$ cat config.mk
export PLATFORM = sky130hd
export DESIGN_NAME = instruction_loader
export DESIGN_NICKNAME = d
export VERILOG_FILES = /design/src/rtl/loader_pkg.sv /design/src/rtl/byte_packer.sv /design/src/rtl/instruction_loader.sv
export SDC_FILE = /design/constraint.sdc
export NUM_CORES = 1
export LEC_CHECK = 0
export BUFFER_PORTS_ARGS = -buffer_cell sky130_fd_sc_hd__clkbuf_2
export CORE_MARGIN = 4
export CORE_UTILIZATION = 53
export CTS_BUF_LIST = sky130_fd_sc_hd__clkbuf_4 sky130_fd_sc_hd__clkbuf_8
export CTS_CLUSTER_DIAMETER = 120
export CTS_CLUSTER_SIZE = 10
export DETAILED_ROUTE_END_ITERATION = 10
export PLACE_DENSITY = 0.75
export SYNTH_ARGS = -nofsm -noshare
export SYNTH_HDL_FRONTEND = slang
export SYNTH_SLANG_ARGS = --single-unit
$ cat constraint.sdc
create_clock -name clk -period 2.5 [get_ports clk]
set_input_delay 0.375 -clock clk [delete_from_list [all_inputs] [get_ports clk]]
set_output_delay 0.375 -clock clk [all_outputs]
set_load 0.03 [all_outputs]
$ cat src/rtl/loader_pkg.sv
// Shared definitions for the instruction loader: FSM state encoding and word geometry.
package loader_pkg;

    localparam int BYTES_PER_WORD = 4;
    localparam int BYTE_IDX_W     = $clog2(BYTES_PER_WORD);

    typedef enum logic [1:0] {
        ST_HEADER = 2'd0,
        ST_LOAD   = 2'd1,
        ST_DONE   = 2'd2,
        ST_ERROR  = 2'd3
    } state_e;

endpackage

$ cat src/rtl/byte_packer.sv
// Assembles big-endian 32-bit words from a byte stream; strobes word_valid on the 4th byte.
module byte_packer
    import loader_pkg::*;
(
    input  logic        clk,
    input  logic        rst_n,
    input  logic        clear,
    input  logic        byte_valid,
    input  logic [7:0]  byte_data,
    output logic [31:0] word,
    output logic        word_valid
);

    localparam logic [BYTE_IDX_W-1:0] LAST_IDX = BYTE_IDX_W'(BYTES_PER_WORD - 1);

    logic [BYTE_IDX_W-1:0] idx_q, idx_d;
    // Only the three earlier bytes need storing; the 4th arrives alongside word_valid.
    logic [23:0]           shift_q, shift_d;

    // NOTE: every always_comb output gets a default first so no latch can be inferred.
    always_comb begin
        idx_d   = idx_q;
        shift_d = shift_q;
        if (clear) begin
            idx_d   = '0;
            shift_d = '0;
        end else if (byte_valid) begin
            idx_d   = idx_q + BYTE_IDX_W'(1);
            shift_d = {shift_q[15:0], byte_data};
        end
    end

    // NOTE: sequential state uses non-blocking assignments only.
    always_ff @(posedge clk or negedge rst_n) begin
        if (!rst_n) begin
            idx_q   <= '0;
            shift_q <= '0;
        end else begin
            idx_q   <= idx_d;
            shift_q <= shift_d;
        end
    end

    assign word       = {shift_q, byte_data};
    assign word_valid = byte_valid && !clear && (idx_q == LAST_IDX);

endmodule

$ cat src/rtl/instruction_loader.sv
// Loads a length-prefixed big-endian program image from a byte stream into instruction memory,
// holding the CPU in reset until the whole image has been written.
module instruction_loader
    import loader_pkg::*;
#(
    parameter int MEM_SIZE   = 1450,
    parameter int ADDR_WIDTH = 16
) (
    input  logic                  clk,
    input  logic                  rst_n,
    input  logic                  rx_valid,
    input  logic [7:0]            rx_data,
    input  logic                  reload,
    output logic                  we,
    output logic [ADDR_WIDTH-1:0] wa,
    output logic [31:0]           wd,
    output logic                  cpu_hold,
    output logic                  done,
    output logic                  error,
    output logic [ADDR_WIDTH-1:0] word_count
);

    localparam logic [ADDR_WIDTH-1:0] MEM_SIZE_W = ADDR_WIDTH'(MEM_SIZE);

    state_e                state_q, state_d;
    logic [ADDR_WIDTH-1:0] addr_q, addr_d, addr_inc;
    logic [ADDR_WIDTH-1:0] wc_q, wc_d, wa_q, wa_d;
    logic [31:0]           wd_q, wd_d;
    logic                  we_q, we_d, done_q, done_d, error_q, error_d, hold_q, hold_d;

    logic [31:0]           word;
    logic                  word_valid, accepting, oversize;
    logic [ADDR_WIDTH-1:0] hdr_n;

    assign accepting = (state_q == ST_HEADER) || (state_q == ST_LOAD);

    byte_packer u_packer (
        .clk        (clk),
        .rst_n      (rst_n),
        .clear      (reload),
        .byte_valid (rx_valid && accepting),
        .byte_data  (rx_data),
        .word       (word),
        .word_valid (word_valid)
    );

    // Nonzero bits above the address width mean the count cannot fit, so it is oversize too.
    assign hdr_n    = word[ADDR_WIDTH-1:0];
    assign oversize = (|(word >> ADDR_WIDTH)) || (hdr_n > MEM_SIZE_W);
    assign addr_inc = addr_q + ADDR_WIDTH'(1);

    always_comb begin
        state_d = state_q;
        addr_d  = addr_q;
        wc_d    = wc_q;
        we_d    = 1'b0;
        wa_d    = wa_q;
        wd_d    = wd_q;
        done_d  = done_q;
        error_d = error_q;
        hold_d  = hold_q;

        if (reload) begin
            state_d = ST_HEADER;
            addr_d  = '0;
            done_d  = 1'b0;
            error_d = 1'b0;
            hold_d  = 1'b1;
        end else begin
            case (state_q)
                ST_HEADER: if (word_valid) begin
                    wc_d = hdr_n;
                    if (oversize) begin
                        state_d = ST_ERROR;
                        error_d = 1'b1;
                        hold_d  = 1'b1;
                    end else if (hdr_n == '0) begin
                        state_d = ST_DONE;
                        done_d  = 1'b1;
                        hold_d  = 1'b0;
                    end else begin
                        state_d = ST_LOAD;
                        addr_d  = '0;
                    end
                end
                ST_LOAD: if (word_valid) begin
                    we_d   = 1'b1;
                    wa_d   = addr_q;
                    wd_d   = word;
                    addr_d = addr_inc;
                    // Completion lands on the same edge as the last write.
                    if (addr_inc == wc_q) begin
                        state_d = ST_DONE;
                        done_d  = 1'b1;
                        hold_d  = 1'b0;
                    end
                end
                default: ;
            endcase
        end
    end

    always_ff @(posedge clk or negedge rst_n) begin
        if (!rst_n) begin
            state_q <= ST_HEADER;
            addr_q  <= '0;
            wc_q    <= '0;
            we_q    <= 1'b0;
            wa_q    <= '0;
            wd_q    <= '0;
            done_q  <= 1'b0;
            error_q <= 1'b0;
            hold_q  <= 1'b1;
        end else begin
            state_q <= state_d;
            addr_q  <= addr_d;
            wc_q    <= wc_d;
            we_q    <= we_d;
            wa_q    <= wa_d;
            wd_q    <= wd_d;
            done_q  <= done_d;
            error_q <= error_d;
            hold_q  <= hold_d;
        end
    end

    assign we         = we_q;
    assign wa         = wa_q;
    assign wd         = wd_q;
    assign cpu_hold   = hold_q;
    assign done       = done_q;
    assign error      = error_q;
    assign word_count = wc_q;

endmodule

==> reports/summary.txt, run 1 <==
Hold WC Path Type -> input pin to flop
Fin nets -> 621
I/O pins -> 80
Fin crit share -> 94.21%
Share of post-route cells with drive strength above 1 -> 26.47%
Pre-Repair DR Iteration Count -> 5
Multiplexer area fraction after synthesis -> 3.950%
Final Max Tran Viols -> 0
Clock sinks -> 112
Gpl congestion -> 0.8651
Peak supply drop -> 0.3388 mV
Clk_lat worst skew -> 0.37 ns
Synth Instances -> 518
Ys flop type -> dfrtp_1
Status -> complete, no violations
Layout area overhead -> 17.89%
Worst slew margin -> 57.97%
Largest cells by area after synthesis -> dfrtp_1 (54%), nand2_1 (12%), a22o_1 (4.3%)
Total negative slack -> 0 ns
Final core utilization -> 64.76%
Crit path max-delay family -> simple AND/OR/NAND/NOR gates
Cell-by-cell trace of the critical path -> ha_2 -> nor2b_1 -> or3_1 -> a31oi_2 -> nand4_1 -> nor4_4 -> o21ai_0 -> o2bb2ai_1
Compound-Gate Fraction of Synth Area -> 11.38%
Number of synthesis warnings -> 0
Area of the die -> 11,260 µm²
Post-synth ARST share -> 100.0%
Syn Area/Cell -> 9.845 µm²
Yosys reg bits -> 112
Leakage -> 3.174 nW
Hold_ws -> 0.2594 ns
Critical path startpoint category -> flop
Synth Area in XOR/XNOR -> 3.435%
Yosys top cell area share -> 54.47%
Starting Density -> 54.93%
Synth unique cells -> 55
Synth area leader -> dfrtp_1
Synth Area in Adders -> 0.6869%
CTS tree -> yes
Drc violations -> 0
Pwr per Cell Area -> 580.4 nW/µm²
Core Area -> 9284 µm²
Crit Path Class -> flop to flop
Initial detailed-routing violation count -> 202
CP Max Fanout -> 7
Grt total ovfl -> 0
Largest net degree at the start of global routing -> 57
WL/cell -> 16.51 µm
Routed WL -> 12,230 µm
H-tree depth -> 3
Initial antenna violation count -> 0
All-layer global routing usage -> 23.25%
Sequential area share after synthesis -> 54.98%
Post-layout minimum cycle time -> 2.355 ns
Crit path capture type -> flop
Final Hold Vio Count -> 0
Syn nets -> 532
ANT cells -> 0
IO Port Bufs -> 79
Achievable Freq -> 0.4246 GHz
Core Rows -> 35
Vias per cell -> 5.506
Crit-path max cell delay -> 0.44 ns
Root buffer cell -> clkbuf_8
Vias in the first global route -> 4,123
Simple logic cell fraction of the synthesized area -> 22.64%
DP Wirelength -> 8687 µm
Chip width -> 106.1 µm
Layout Skew -> 0.01687 ns
CP bufs+invs -> 0
Worst path required time -> 2.81 ns
CTS max path bufs -> 2
Least-Margin Pin Slew -> 0.6289 ns
Vias -> 4,080
RSZ-0062 raised after global routing -> no
Post-synth EDFFs -> 0
Post-DRT Antenna Nets -> 0
Max-Cap Viols -> 0
Total CTS buffers -> 9
Worst Path Arrival -> 2.66 ns
Mapped Area -> 5100 µm²
Worst-path clk slew -> 0.11 ns
First-pass GRT wire length -> 21,000 µm
Largest family of logic cells by synthesized area -> simple AND/OR/NAND/NOR gates
Slowest CP cell -> nor4_4
# setup viols final -> 0
Die Y -> 106.1 µm
==> where the power goes <==
group | switching, W | total, W | internal, W
clock network | 0.000677 | 0.00107 | 0.000393
logic | 0.000303 | 0.000464 | 0.000162
registers | 0.0000733 | 0.00195 | 0.00188
total | 0.00105 | 0.00349 | 0.00244
==> cells in the mapped netlist, types with 5 or more instances <==
library cell  number
xnor2_1           13
dfrtp_1          111
nand2b_1           5
nor4_1            11
nor2_1            24
nand4_1            6
mux2_2            17
clkbuf_1          22
o21ai_0           15
buf_2              5
a22o_1            25
o21ai_1           14
nor3_1             7
xor2_1             7
nand2_1          165
o31ai_1            7
inv_1              5
==> repair_timing <==
action,CTS,global route
gates resized for setup,0,10
setup buffers,0,1
endpoints found under the setup margin,0,7
hold buffers,1,0
endpoints found under the hold margin,35,0
==> logic make-up after synthesis <==
group,Yosys count
AO/OA/AOI/OAI,83
buffers and inverters,36
XOR/XNOR,20
multiplexers,18
flip-flops,112
AND/OR/NAND/NOR,246
adder cells (fa/ha/maj),3
==> routing by layer <==
layer	share of wire (%)	up-vias	track usage [%]
met5	0	-	0
li1	-	1959	-
met1	47	2008	33.32
met4	1.5	0	7.678
met3	4.1	11	3.157
met2	48	102	36.84
==> per-stage QoR <==
step / std cells / setup WS, ns / cell area (µm²) / power (W)
floorplan: 518 / 0.1055 / 5100 / 0.002261
global placement: 723 / 0.09967 / 5763 / 0.002439
detailed placement: 723 / 0.06631 / 5763 / 0.002452
CTS: 740 / 0.009727 / 5967 / 0.003514
global route: 741 / 0.005727 / 6012 / 0.003642
finish: 741 / 0.1447 / 6012 / 0.003489
==> final timing paths <==
kind,startpoint,end,slack [ns],cells past startpoint
setup / recovery,addr_q[0]$_DFFE_PN0P_,cpu_hold$_DFFE_PN1P_,0.14,8
hold / removal,rx_data[0],wd[0]$_DFFE_PN0P_,0.26,3
setup reg to reg,addr_q[0]$_DFFE_PN0P_,cpu_hold$_DFFE_PN1P_,0.14,8
hold reg to reg,wa[10]$_DFFE_PN0P_,wa[10]$_DFFE_PN0P_,0.48,2
max in group asynchronous,rst_n,word_count[11]$_DFFE_PN0P_,1.35,3
min in group asynchronous,rst_n,wa[11]$_DFFE_PN0P_,0.50,2
==> area by class of cell <==
class / instances / area (µm²)
Fill cell: 810 / 3272
Sequential cell: 112 / 2808
Multi-Input combinational cell: 370 / 2183
Timing Repair Buffer: 108 / 643.1
Tap cell: 129 / 161.4
Clock buffer: 9 / 123.9
Clock inverter: 7 / 70.07
Inverter: 6 / 22.52
==> state kept, by name, summed over array words and instances, names as in the netlist <==
name	cells
cpu_hold	1
addr_q	16
we	1
u_packer.shift_q	24
error	1
state_q	2
done	1
u_packer.idx_q	2
word_count	16
wd	32
wa	16
==> placed cells by master (no fill, tap or decap), drive strengths merged, types with 2 or more instances in the layout <==
master  instances
mux2           17
o21ai          29
a22o           25
nand2b          5
xor2            7
a211oi          3
o22ai           2
nand3           4
clkinv          3
nor2           24
and3            2
o31ai           7
buf            29
nor3            7
inv            10
nand3b          2
nor2b           3
ha              2
clkbuf         87
nand4           9
and2            2
a31oi           3
xnor2          13
a21o            3
nand2         165
nor4           14
dfrtp         111
a21oi           3
==> worst register-to-register path: cells and delay by family (launching register included) <==
kind	cells	cell delay, ns
AO/OA/AOI/OAI	3	0.53
adder cells (fa/ha/maj)	1	0.23
flip-flops	1	0.40
AND/OR/NAND/NOR	4	1.13
No activity file was read; power rests on OpenSTA's default activity.
==> inputs of run 2 (changes only) <==
Settings changed: BUFFER_PORTS_ARGS -buffer_cell sky130_fd_sc_hd__clkbuf_2 to -buffer_cell sky130_fd_sc_hd__buf_2, CORE_UTILIZATION 53 to 40, PLACE_DENSITY 0.75 to 0.59.
==> reports/summary.txt, run 2 (synthesized netlist as in run 1, its figures left out) <==
H-tree depth -> 3 (unchanged)
Post-DRT Antenna Nets -> 0 (unchanged)
CP Max Fanout -> 5 (-2)
Worst slew margin -> 60.48% (+2.5 points)
Combinational share of power -> 13.3% (about the same)
Core Rows -> 40 (+14%)
Critical path startpoint category -> flop
Chip width -> 120.9 µm (+14%)
Placed cell areas -> 5827 µm² (+1.1%)
Grt total ovfl -> 0 (unchanged)
Hold WC Path Type -> input pin to flop
All-layer global routing usage -> 19.01% (-4.2 points)
Crit Path Class -> flop to flop
WL/cell -> 16.81 µm (+1.8%)
Achievable Freq -> 0.4274 GHz (+0.67%)
Clock sinks -> 112 (unchanged)
Worst path required time -> 2.83 ns (+0.02 ns)
Fin nets -> 623 (+0.32%)
Largest net degree at the start of global routing -> 57 (unchanged)
Routed WL -> 13,140 µm (+7.4%)
Core Area -> 12,260 µm² (+32%)
RSZ-0062 raised after global routing -> no
Total CTS buffers -> 9 (unchanged)
Post-layout minimum cycle time -> 2.340 ns (-0.01564 ns)
Vias -> 4,098 (+0.44%)
Worst-path clk slew -> 0.12 ns (about the same)
Fin crit share -> 93.59% (-0.63 points)
Commonest non-fill, non-tap cell in the layout -> nand2_1
Placed Cells -> 764 (+5.7%)
Final Max Tran Viols -> 0 (unchanged)
Clock share of power -> 31.5% (+0.8 points)
Final core utilization -> 50.09% (-15 points)
ANT cells -> 0 (unchanged)
First-pass GRT wire length -> 21,850 µm (+4.0%)
CTS max path bufs -> 2 (unchanged)
Worst Path Arrival -> 2.67 ns (about the same)
Sw power -> 0.001094 W (+3.9%)
Max-Cap Viols -> 0 (unchanged)
Commonest non-fill, non-tap cells in the layout -> nand2_1 (164), dfrtp_1 (105), buf_2 (78)
Multi-input gate area -> 2228 µm² (+2.1%)
Layout area overhead -> 20.44%
CTS tree -> yes
Vias in the first global route -> 4,100 (-0.56%)
Initial detailed-routing violation count -> 270 (+34%)
Register share of total power -> 55.1% (-0.9 points)
Total negative slack -> 0 ns (unchanged)
Pre-Repair DR Iteration Count -> 4 (-1)
Fin area -> 6142 µm² (+2.2%)
Sw Ratio -> 30.85% (+0.67 points)
Final non-filler cell total -> 782 (+5.5%)
Min-Delay Startpoint -> rx_data[5]
Root buffer cell -> clkbuf_8
Fill cells -> 1,161 (+43%)
Least-Margin Pin Slew -> 0.5914 ns (-0.03747 ns)
Status -> complete, no violations
# setup viols final -> 0 (unchanged)
DP Wirelength -> 9183 µm (+5.7%)
Place WS -> 0.05084 ns (-0.01547 ns)
Share of post-route cells with drive strength above 1 -> 27.69% (+1.2 points)
IO Port Bufs -> 79 (unchanged)
Register area -> 2811 µm² (+0.13%)
Int Power -> 0.002452 W (+0.66%)
Crit path capture type -> flop
Area of the die -> 14,620 µm² (+30%)
Die Y -> 120.9 µm (+14%)
Peak supply drop -> 0.4200 mV (+24%)
Crit path from -> addr_q[11]$_DFFE_PN0P_
Drc violations -> 0 (unchanged)
Vias per cell -> 5.240 (-4.8%)
Leakage -> 3.266 nW (+2.9%)
Layout Skew -> 0.01371 ns (-0.003162 ns)
Gpl congestion -> 0.8883 (+2.7%)
RR Startpoint -> addr_q[11]$_DFFE_PN0P_
Clk_lat worst skew -> 0.40 ns (+0.03 ns)
Initial antenna violation count -> 0 (unchanged)
Final Hold Vio Count -> 0 (unchanged)
I/O pins -> 80 (unchanged)
Setup WS post-layout -> 0.1603 ns (+0.01564 ns)
Pwr per Cell Area -> 577.4 nW/µm² (-0.51%)
Largest register FFs -> 32 (unchanged)
Starting Density -> 41.59% (-13 points)
[run 2: area by class of cell]
cell class	instances	share of cell area (%)
multi-input cells	370	36.28
clock buffers	9	2.017
well taps	168	3.422
repair buffers	110	10.72
inverters	6	0.3667
flip-flops and latches	112	45.77
clock inverters	7	1.426
[run 2: power groups by stage]
stage	Sequential (W)	Clock (W)	Combinational [W]
global route	0.00197	0.00123	0.000517
CTS	0.00196	0.00116	0.000470
detailed placement	0.00199	0	0.000466
floorplan	0.00206	0	0.000198
finish	0.00196	0.00112	0.000472
global placement	0.00199	0	0.000460
[run 2: timing repair]
item                       CTS  global route
hold endpoints to repair    33             0
setup endpoints to repair    0            19
setup buffers                0             1
gates resized for setup      0            19
hold buffers                 1             0
[run 2: worst max-delay path, stage by stage (launching register included)]
cell,delay (ns)
dfrtp_1,0.36
buf_4,0.14
nand4_1,0.17
nor4_4,0.35
xnor2_1,0.10
a2111o_1,0.45
nor4_4,0.41
o21ai_0,0.15
o2bb2ai_1,0.13
[run 2: per-stage QoR]
stage,total power [W],hold WS [ns]
floorplan,0.002261,0.07941
global route,0.003715,0.2390
global placement,0.002449,0.3743
finish,0.003546,0.2493
detailed placement,0.002456,0.3881
CTS,0.003588,0.2203
[run 2: worst paths after layout]
| check | end | depth (start not counted) | slack [ns] |
|---|---|---|---|
| max | cpu_hold$_DFFE_PN1P_ | 8 | 0.16 |
| min | wd[5]$_DFFE_PN0P_ | 3 | 0.25 |
| max reg2reg | cpu_hold$_DFFE_PN1P_ | 8 | 0.16 |
| min reg2reg | wa[5]$_DFFE_PN0P_ | 2 | 0.48 |
| max in group asynchronous | wa[12]$_DFFE_PN0P_ | 3 | 1.25 |
| min in group asynchronous | addr_q[11]$_DFFE_PN0P_ | 2 | 0.49 |
[run 2: layer usage]
layer  share of wire (%)  up-vias  routed length [µm]  GRT usage, %
met4                 1.8        0                 241         7.578
met2                  47      102                6149         29.56
met3                 4.4       15                 577         3.170
li1                    -     1962                   -             -
met1                  47     2019                6173         26.53
met5                   0        -                   0             0
